**src/rtl/output_bram_drain_ctrl.sv**
```systemverilog
`default_nettype none
// ============================================================================
// output_bram_drain_ctrl : reads output BRAM rows and streams lanes one beat at a time
// Rev 1.0
// ============================================================================
module output_bram_drain_ctrl #(
  parameter int DW        = 16,
  parameter int NUM_BRAMS = 16,
  parameter int O_ADDR_W  = 10,
  parameter int RD_LAT    = 1
) (
  input  logic                          clk,
  input  logic                          rst_top,
  input  logic                          start,
  input  logic [O_ADDR_W-1:0]           base_addr,
  input  logic [O_ADDR_W:0]             num_rows,
  output logic                          ext_read_mode,
  output logic [NUM_BRAMS*O_ADDR_W-1:0] ext_read_addr_flat,
  input  logic [NUM_BRAMS*DW-1:0]       bram_read_data_flat,
  output logic [DW-1:0]                 m_data,
  output logic                          m_valid,
  input  logic                          m_ready,
  output logic                          m_last,
  output logic                          busy,
  output logic                          done
);

  localparam int LW = (NUM_BRAMS > 1) ? $clog2(NUM_BRAMS) : 1;

  localparam logic [2:0] S_IDLE  = 3'd0;
  localparam logic [2:0] S_ISSUE = 3'd1;
  localparam logic [2:0] S_WAIT  = 3'd2;
  localparam logic [2:0] S_SEND  = 3'd3;
  localparam logic [2:0] S_FIN   = 3'd4;

  localparam logic [LW-1:0]     LANE_LAST = LW'(NUM_BRAMS - 1);
  localparam logic [2:0]        WAIT_LAST = 3'(RD_LAT);
  localparam logic [O_ADDR_W:0] ROW_ONE   = {{O_ADDR_W{1'b0}}, 1'b1};

  logic [2:0]          state_q, state_d;
  logic [O_ADDR_W-1:0] base_q, base_d;
  logic [O_ADDR_W:0]   num_rows_q, num_rows_d;
  logic [O_ADDR_W:0]   row_cnt_q, row_cnt_d;
  logic [LW-1:0]       lane_idx_q, lane_idx_d;
  logic [2:0]          wait_cnt_q, wait_cnt_d;
  logic [DW-1:0]       row_buf_q [NUM_BRAMS];
  logic [DW-1:0]       row_buf_d [NUM_BRAMS];

  logic [O_ADDR_W-1:0] rd_addr;
  logic [O_ADDR_W:0]   row_next;
  logic                lane_last;
  logic                last_row;

  // Address arithmetic is O_ADDR_W wide, so the row address wraps naturally.
  assign rd_addr   = base_q + row_cnt_q[O_ADDR_W-1:0];
  assign row_next  = row_cnt_q + ROW_ONE;
  assign lane_last = (lane_idx_q == LANE_LAST);
  assign last_row  = (row_next == num_rows_q);

  assign ext_read_mode = (state_q == S_ISSUE) || (state_q == S_WAIT) || (state_q == S_SEND);
  assign m_valid       = (state_q == S_SEND);
  assign m_data        = row_buf_q[lane_idx_q];
  assign m_last        = last_row && lane_last && m_valid;
  assign busy          = (state_q != S_IDLE);
  assign done          = (state_q == S_FIN);

  genvar g;
  generate
    for (g = 0; g < NUM_BRAMS; g++) begin : g_lane_addr
      assign ext_read_addr_flat[g*O_ADDR_W +: O_ADDR_W] = ext_read_mode ? rd_addr : '0;
    end
  endgenerate

  always_comb begin
    state_d    = state_q;
    base_d     = base_q;
    num_rows_d = num_rows_q;
    row_cnt_d  = row_cnt_q;
    lane_idx_d = lane_idx_q;
    wait_cnt_d = wait_cnt_q;
    row_buf_d  = row_buf_q;
    case (state_q)
      S_IDLE: begin
        if (start) begin
          if (num_rows != '0) begin
            base_d     = base_addr;
            num_rows_d = num_rows;
            row_cnt_d  = '0;
            state_d    = S_ISSUE;
          end else begin
            state_d = S_FIN;
          end
        end
      end
      S_ISSUE: begin
        wait_cnt_d = 3'd1;
        state_d    = S_WAIT;
      end
      S_WAIT: begin
        if (wait_cnt_q == WAIT_LAST) begin
          for (int i = 0; i < NUM_BRAMS; i++) begin
            row_buf_d[i] = bram_read_data_flat[i*DW +: DW];
          end
          lane_idx_d = '0;
          state_d    = S_SEND;
        end else begin
          wait_cnt_d = wait_cnt_q + 3'd1;
        end
      end
      S_SEND: begin
        if (m_ready) begin
          if (lane_last) begin
            row_cnt_d  = row_next;
            lane_idx_d = '0;
            state_d    = last_row ? S_FIN : S_ISSUE;
          end else begin
            lane_idx_d = lane_idx_q + 1'b1;
          end
        end
      end
      S_FIN:   state_d = S_IDLE;
      default: state_d = S_IDLE;
    endcase
  end

  always_ff @(posedge clk) begin
    if (rst_top) begin
      state_q    <= S_IDLE;
      base_q     <= '0;
      num_rows_q <= '0;
      row_cnt_q  <= '0;
      lane_idx_q <= '0;
      wait_cnt_q <= '0;
      for (int i = 0; i < NUM_BRAMS; i++) begin
        row_buf_q[i] <= '0;
      end
    end else begin
      state_q    <= state_d;
      base_q     <= base_d;
      num_rows_q <= num_rows_d;
      row_cnt_q  <= row_cnt_d;
      lane_idx_q <= lane_idx_d;
      wait_cnt_q <= wait_cnt_d;
      row_buf_q  <= row_buf_d;
    end
  end

endmodule
`default_nettype wire

```
**config.mk**
```make
export PLATFORM = sky130hd
export DESIGN_NAME = output_bram_drain_ctrl
export DESIGN_NICKNAME = d
export VERILOG_FILES = /design/src/rtl/output_bram_drain_ctrl.sv
export SDC_FILE = /design/constraint.sdc
export NUM_CORES = 1
export LEC_CHECK = 0
export ABC_AREA = 1
export BUFFER_PORTS_ARGS = -buffer_cell sky130_fd_sc_hd__buf_2
export CAP_MARGIN = 15
export CORE_ASPECT_RATIO = 0.7
export CORE_MARGIN = 2
export CORE_UTILIZATION = 35
export CTS_CLUSTER_SIZE = 25
export DETAILED_ROUTE_END_ITERATION = 16
export SYNTH_ARGS = -nofsm -noshare
export SYNTH_HDL_FRONTEND = slang
export SYNTH_SLANG_ARGS = --single-unit
```
**constraint.sdc**
```tcl
create_clock -name clk -period 3.03 [get_ports clk]
set_clock_uncertainty 0.2 [all_clocks]
set_input_delay 0.1515 -clock clk [delete_from_list [all_inputs] [get_ports clk]]
set_output_delay 0.1515 -clock clk [all_outputs]
set_load 0.03 [all_outputs]
```
== Yosys cells after proc, flatten, opt, wreduce, memory -nomap -nowiden ==
Index checks and enable logic that the tools add are counted.
Storage, ports and cells
  logic and storage cells: 79
  register bits: 298
Cells by class
  reductions and logical operators: 16
  bitwise gates (word level): 1
  $add $sub $neg: 4
  magnitude comparators: 1
  multiplexer cells: 22
  equal/unequal tests: 13
Operator list (count)
  $bmux 16 s4: 1
  $mux 11: 4
  $mux 16: 2
  $pmux 11 s2: 1
  $mux 3: 7
  $mux 4: 3
  $pmux 3 s4: 1
  $add 11x1->11 const B: 1
  $eq 11x11->1: 1
  $reduce_bool 11->1: 1
  $add 10x10->10: 1
  $mux 10: 1
  $pmux 4 s2: 1
  $eq 3x1->1 const B: 2
  $eq 3x2->1 const B: 2
  $ne 2x1->1 const B: 3
  $ne 2x2->1 const B: 3
  $pmux 3 s2: 1
  $reduce_and 3->1: 2
  $reduce_bool 2->1: 3
  $ge 5x5->1 const B: 1
  $not 4->5: 1
  $reduce_and 5->1: 1
  $add 4x1->4 const B: 1
  other kinds (9): 12

== Longest topological paths before layout ==
  depth in word-level cells: 6
  gate-level depth with buffers: 15
  mapped depth without buffers: 15

== Worst setup path before layout ==
No wires, ideal clock.
  path type: flip-flop to output port
  start: register row_cnt_q[0]
  end: output port ext_read_addr_flat[108]
  cell stages (with the launch flop): 16
  slack: -166 ps
  arrival time: 2844 ps
  cell sequence: dfxtp_1 -> ha_1 -> inv_1 -> fa_1 -> inv_1 -> nand3_1 -> nand2_1 -> nand2_1 -> nand2_1 -> a21oi_1 -> nor2_1 -> o21ai_0 -> nand3_1 -> nand2_1 -> nor2_1 -> buf_4
On the way
  word-level cells in the longest chain between the ends: 2
RTL lines
  start, declared: RTL line 43  | logic [O_ADDR_W:0] row_cnt_q, row_cnt_d;
  start signal, assigned: RTL line 141  | row_cnt_q <= row_cnt_d;
  $add 10x10->10: RTL line 55  | assign rd_addr = base_q + row_cnt_q[O_ADDR_W-1:0];
  $mux 10
  end, declared: RTL line 18  | output logic [NUM_BRAMS*O_ADDR_W-1:0] ext_read_addr_flat,
Every way passes these cells.

== Worst setup path in the final report ==
  start: register row_cnt_q[0]
  end: output port ext_read_addr_flat[88]
On the way
  word-level cells in the longest chain between the ends: 2
RTL lines
  $add 10x10->10: RTL line 55
  $mux 10: RTL line 70  | assign ext_read_addr_flat[g*O_ADDR_W +: O_ADDR_W] = ext_read_mode ? rd_addr : '0;
Every way passes these cells.

==> impl_summary.log <==
INFO  metric outcome = finished clean
INFO  metric leading_cell_types_by_total_area_after_synthesis = sky130_fd_sc_hd__dfxtp_1, sky130_fd_sc_hd__nor2_1, sky130_fd_sc_hd__o21ai_0, sky130_fd_sc_hd__buf_4, sky130_fd_sc_hd__mux2i_1
INFO  metric cts.sink_count = 298
INFO  metric yosys.area.top_type = sky130_fd_sc_hd__dfxtp_1
INFO  metric regToRegEndpoint = state_q[0]$_SDFFE_PP0P_
INFO  metric worst_setup_path_end_kind = primary output
INFO  metric place.detailed.instances = 2,776
INFO  metric synth_cells = 2,029
INFO  metric antenna_violating_nets_post_route = 0
INFO  metric post_synth_xor_area_fraction = 0.1797%
INFO  metric ctsLongestPathBuffers = 3
INFO  metric main_combinational_cell_family_by_area_after_synthesis = simple AND/OR/NAND/NOR gates
INFO  metric grt_setup_unrepaired = yes
INFO  metric area_growth_syn_to_layout = 41.68%
INFO  metric detail_route.wl_per_cell = 17.39 um
INFO  metric power_per_cell_area = 736.2 mW/mm^2
INFO  metric ff2ff_path_depth = 16
INFO  metric p_leak = 8.799 nW
INFO  metric criticalPathCategory = register to primary output
INFO  metric top_level_ports = 462
INFO  metric fp.dieArea = 0.04344 sq mm
INFO  metric post_synth_and_or_nand_nor_area_fraction = 22.05%
INFO  metric mappedNetlistNets = 2,324
INFO  metric place.gp.congestion = 0.8847
INFO  metric firstDrtPassIters = 5
INFO  metric floorplan.initialDensity = 35.55%
INFO  metric most_common_library_cell_in_the_layout_ignoring_fill_and_taps = sky130_fd_sc_hd__nor2_1
INFO  metric hold-path-cell-count = 4
INFO  metric final.period_utilization = 99.29%
INFO  metric synth_compound_area_share = 18.79%
INFO  metric synth_adder_area_share = 1.250%
INFO  metric synth.area.mux_share = 3.492%
INFO  metric detailedPlacementHpwl = 34,950 um
INFO  metric critPathLaunchType = register
INFO  metric grt_first_pass_wirelength = 80,520 um
INFO  metric drt_first_iter_violations = 1,239
INFO  metric maxCapViolCount = 0
INFO  metric detail_route.wirelength = 54,420 um
INFO  metric netlist.area_leader.share = 40.81%
INFO  metric yosys_warnings = 0
INFO  metric grtUsageTotal = 23.62%
INFO  metric critPathMaxFanout = 8
INFO  metric timing.max_slew.rel_slack = 48.92%
INFO  metric die_w = 248.3 um
INFO  metric ir_drop = 904.7 uV
INFO  metric timing.final.hold_violations = 0
INFO  metric place.port_buffers = 461
INFO  metric design.core.area = 0.04111 sq mm
INFO  metric number_of_library_cell_types_mapped_by_synthesis = 40
INFO  metric cts.clk_slew.worst_paths = 0.06 ns
INFO  metric grt_remaining_overflow = 0
INFO  metric final.min_clock_period = 3.009 ns
INFO  metric share_of_final_layout_standard_cells_stronger_than_drive_strength_1 = 23.73%
INFO  metric final-max-slew-violation-count = 0
INFO  metric rr_startpoint = row_cnt_q[0]$_SDFFE_PP0P_
INFO  metric die_height = 175.0 um
INFO  metric via_per_inst = 5.035
INFO  metric cts_buffers = 34
INFO  metric synth.avg_cell_area = 7.204 sq um
INFO  metric yosysSeqAreaShare = 40.81%
INFO  metric clk_latency_worst_skew_pair = 0.51 ns
INFO  metric cp.arrival = 2.66 ns
INFO  metric placementRows = 62
INFO  metric hp-start = bram_read_data_flat[202]
INFO  metric finish.net_count = 2,853
INFO  metric num-fill-cells = 3,910
INFO  metric setup_slack_of_the_worst_register_to_register_path = 0.31 ns
INFO  metric grt_start_max_net_pins = 132
INFO  metric syn-cell-area = 0.01462 sq mm
INFO  metric post_layout_instance_count_excluding_filler_cells = 3,129
INFO  metric grt_antenna_before_repair = 4
INFO  metric cts_tree = done
INFO  metric whs_endpoint = row_buf_q[58]$_SDFFE_PP0P_
INFO  metric detailed_route_via_count = 15,760
INFO  metric p_total = 15.25 mW
INFO  metric hold_path_class = input port to register
INFO  metric clock_tree.root_cell = sky130_fd_sc_hd__clkbuf_16
INFO  metric achievable-frequency = 332.4 MHz
INFO  metric worstMarginPinSlew = 0.7635 ns
INFO  metric setup_viol = 0
INFO  metric timing.critical_path.required = 2.68 ns
INFO  metric most_used_cells_in_the_layout_excluding_fill_and_tap_cells = sky130_fd_sc_hd__nor2_1, sky130_fd_sc_hd__buf_2, sky130_fd_sc_hd__o21ai_0
INFO  metric drt_drc_violations_left = 0
INFO  metric register_bit_total_from_synthesis = 298
INFO  metric cts-htree-levels = 2
INFO  metric first_global_vias = 14,620
==> report_power, final <==
group	switching (mW)	total [mW]	internal [mW]
Sequential	0.399	5.05	4.65
Clock	1.70	4.14	2.43
Combinational	3.95	6.06	2.12
Total	6.05	15.2	9.20
==> routing by layer <==
metal / vias up / share of wire (%) / global-route usage (%)
met1: 7362 / 44 / 32.55
li1: 7642 / - / -
met5: - / 0.050 / 0
met2: 608 / 45 / 36.38
met3: 140 / 7.1 / 4.239
met4: 4 / 3.7 / 9.598
==> through the flow <==
step | util [%] | setup TNS (ns) | hold slack [ns] | cell area, sq um | setup WS [ns]
floorplan | - | 0 | 0.1158 | 14630 | 0.03421
global placement | 39.71 | 0 | 0.2032 | 16330 | 0.2634
detailed placement | 39.71 | 0 | 0.2085 | 16330 | 0.2660
CTS | 49.81 | -0.001706 | 0.1870 | 20480 | -0.0009974
global route | 50.36 | -1.727 | 0.2217 | 20710 | -0.08374
finish | 50.37 | 0 | 0.2297 | 20710 | 0.02137
==> flip-flops by register name (all words and copies together), names as in the netlist <==
register / flops
row_buf_q: 256
state_q: 3
num_rows_q: 11
lane_idx_q: 4
row_cnt_q: 11
wait_cnt_q: 3
base_q: 10
==> Yosys cell counts, drive strengths merged <==
| cell type | number |
|---|---|
| inv | 65 |
| fa | 1 |
| mux2i | 51 |
| o22ai | 2 |
| o21ai | 356 |
| buf | 195 |
| a21o | 2 |
| nor2 | 630 |
| xnor2 | 1 |
| o21a | 1 |
| o221ai | 51 |
| nand3 | 49 |
| and3 | 1 |
| xor2 | 2 |
| dfxtp | 298 |
| nor4 | 4 |
| nand4 | 6 |
| ha | 13 |
| o32ai | 11 |
| nor3 | 8 |
| or2 | 2 |
| a31oi | 2 |
| o211ai | 11 |
| o31ai | 1 |
| nand3b | 3 |
| a211oi | 1 |
| a21oi | 52 |
| clkinv | 1 |
| clkbuf | 96 |
| nand2 | 113 |
==> cell families (layout without fill, tap and decap cells) <==
group | Yosys count | in the layout
and+or+nand+nor | 816 | 816
AOI/OAI and AO/OA | 490 | 490
buffers and inverters | 357 | 911
DFF | 298 | 298
muxes | 51 | 51
adders and majority gates | 14 | 14
xor gates and xnor gates | 3 | 3
other | 0 | 2
==> repair_timing <==
action	in CTS	in global routing
gates cloned	2	0
hold buffers	282	0
hold endpoints to repair	292	0
pin swaps	2	7
setup buffers	1	5
endpoints found under the setup margin	48	67
gates resized for setup	66	50
==> worst max-delay path, cell delays in order (launching register included) <==
cell and delay, ns:
sky130_fd_sc_hd__dfxtp_4 0.36, sky130_fd_sc_hd__ha_4 0.15, sky130_fd_sc_hd__inv_4 0.04, sky130_fd_sc_hd__fa_2 0.35
sky130_fd_sc_hd__inv_2 0.08, sky130_fd_sc_hd__nand3_2 0.06, sky130_fd_sc_hd__nand2_2 0.08, sky130_fd_sc_hd__nand2_2 0.05
sky130_fd_sc_hd__nand2_2 0.09, sky130_fd_sc_hd__a21oi_4 0.07, sky130_fd_sc_hd__nor2_2 0.12, sky130_fd_sc_hd__o21ai_2 0.07
sky130_fd_sc_hd__nand3_1 0.10, sky130_fd_sc_hd__nand2_2 0.07, sky130_fd_sc_hd__nor2_4 0.15, sky130_fd_sc_hd__buf_8 0.16
sky130_fd_sc_hd__buf_6 0.14
==> final cells by class <==
class / count / area [sq um] / share of cell area, %
Multi-Input combinational cell: 1374 / 6875 / 33.20
Sequential cell: 298 / 5991 / 28.93
Timing Repair Buffer: 784 / 5779 / 27.90
Clock buffer: 49 / 978.4 / 4.724
Tap cell: 544 / 680.7 / 3.286
Inverter: 66 / 264.0 / 1.275
Clock inverter: 12 / 137.6 / 0.6645
Antenna cell: 2 / 5.005 / 0.02416
==> how the worst max path moves through the flow <==
stage                                         start                       to  slack (ns)  cells after the start
after floorplan           row_cnt_q[0]$_SDFFE_PP0P_  ext_read_addr_flat[104]        0.03                      9
after global placement    row_cnt_q[0]$_SDFFE_PP0P_   ext_read_addr_flat[28]        0.26                     16
after detailed placement  row_cnt_q[0]$_SDFFE_PP0P_   ext_read_addr_flat[38]        0.27                     16
after CTS                    base_q[0]$_SDFFE_PP0P_   ext_read_addr_flat[58]      -0.001                     16
after global routing      row_cnt_q[0]$_SDFFE_PP0P_  ext_read_addr_flat[108]       -0.08                     16
final                     row_cnt_q[0]$_SDFFE_PP0P_   ext_read_addr_flat[88]        0.02                     16
(Power assumes the default switching activity.)
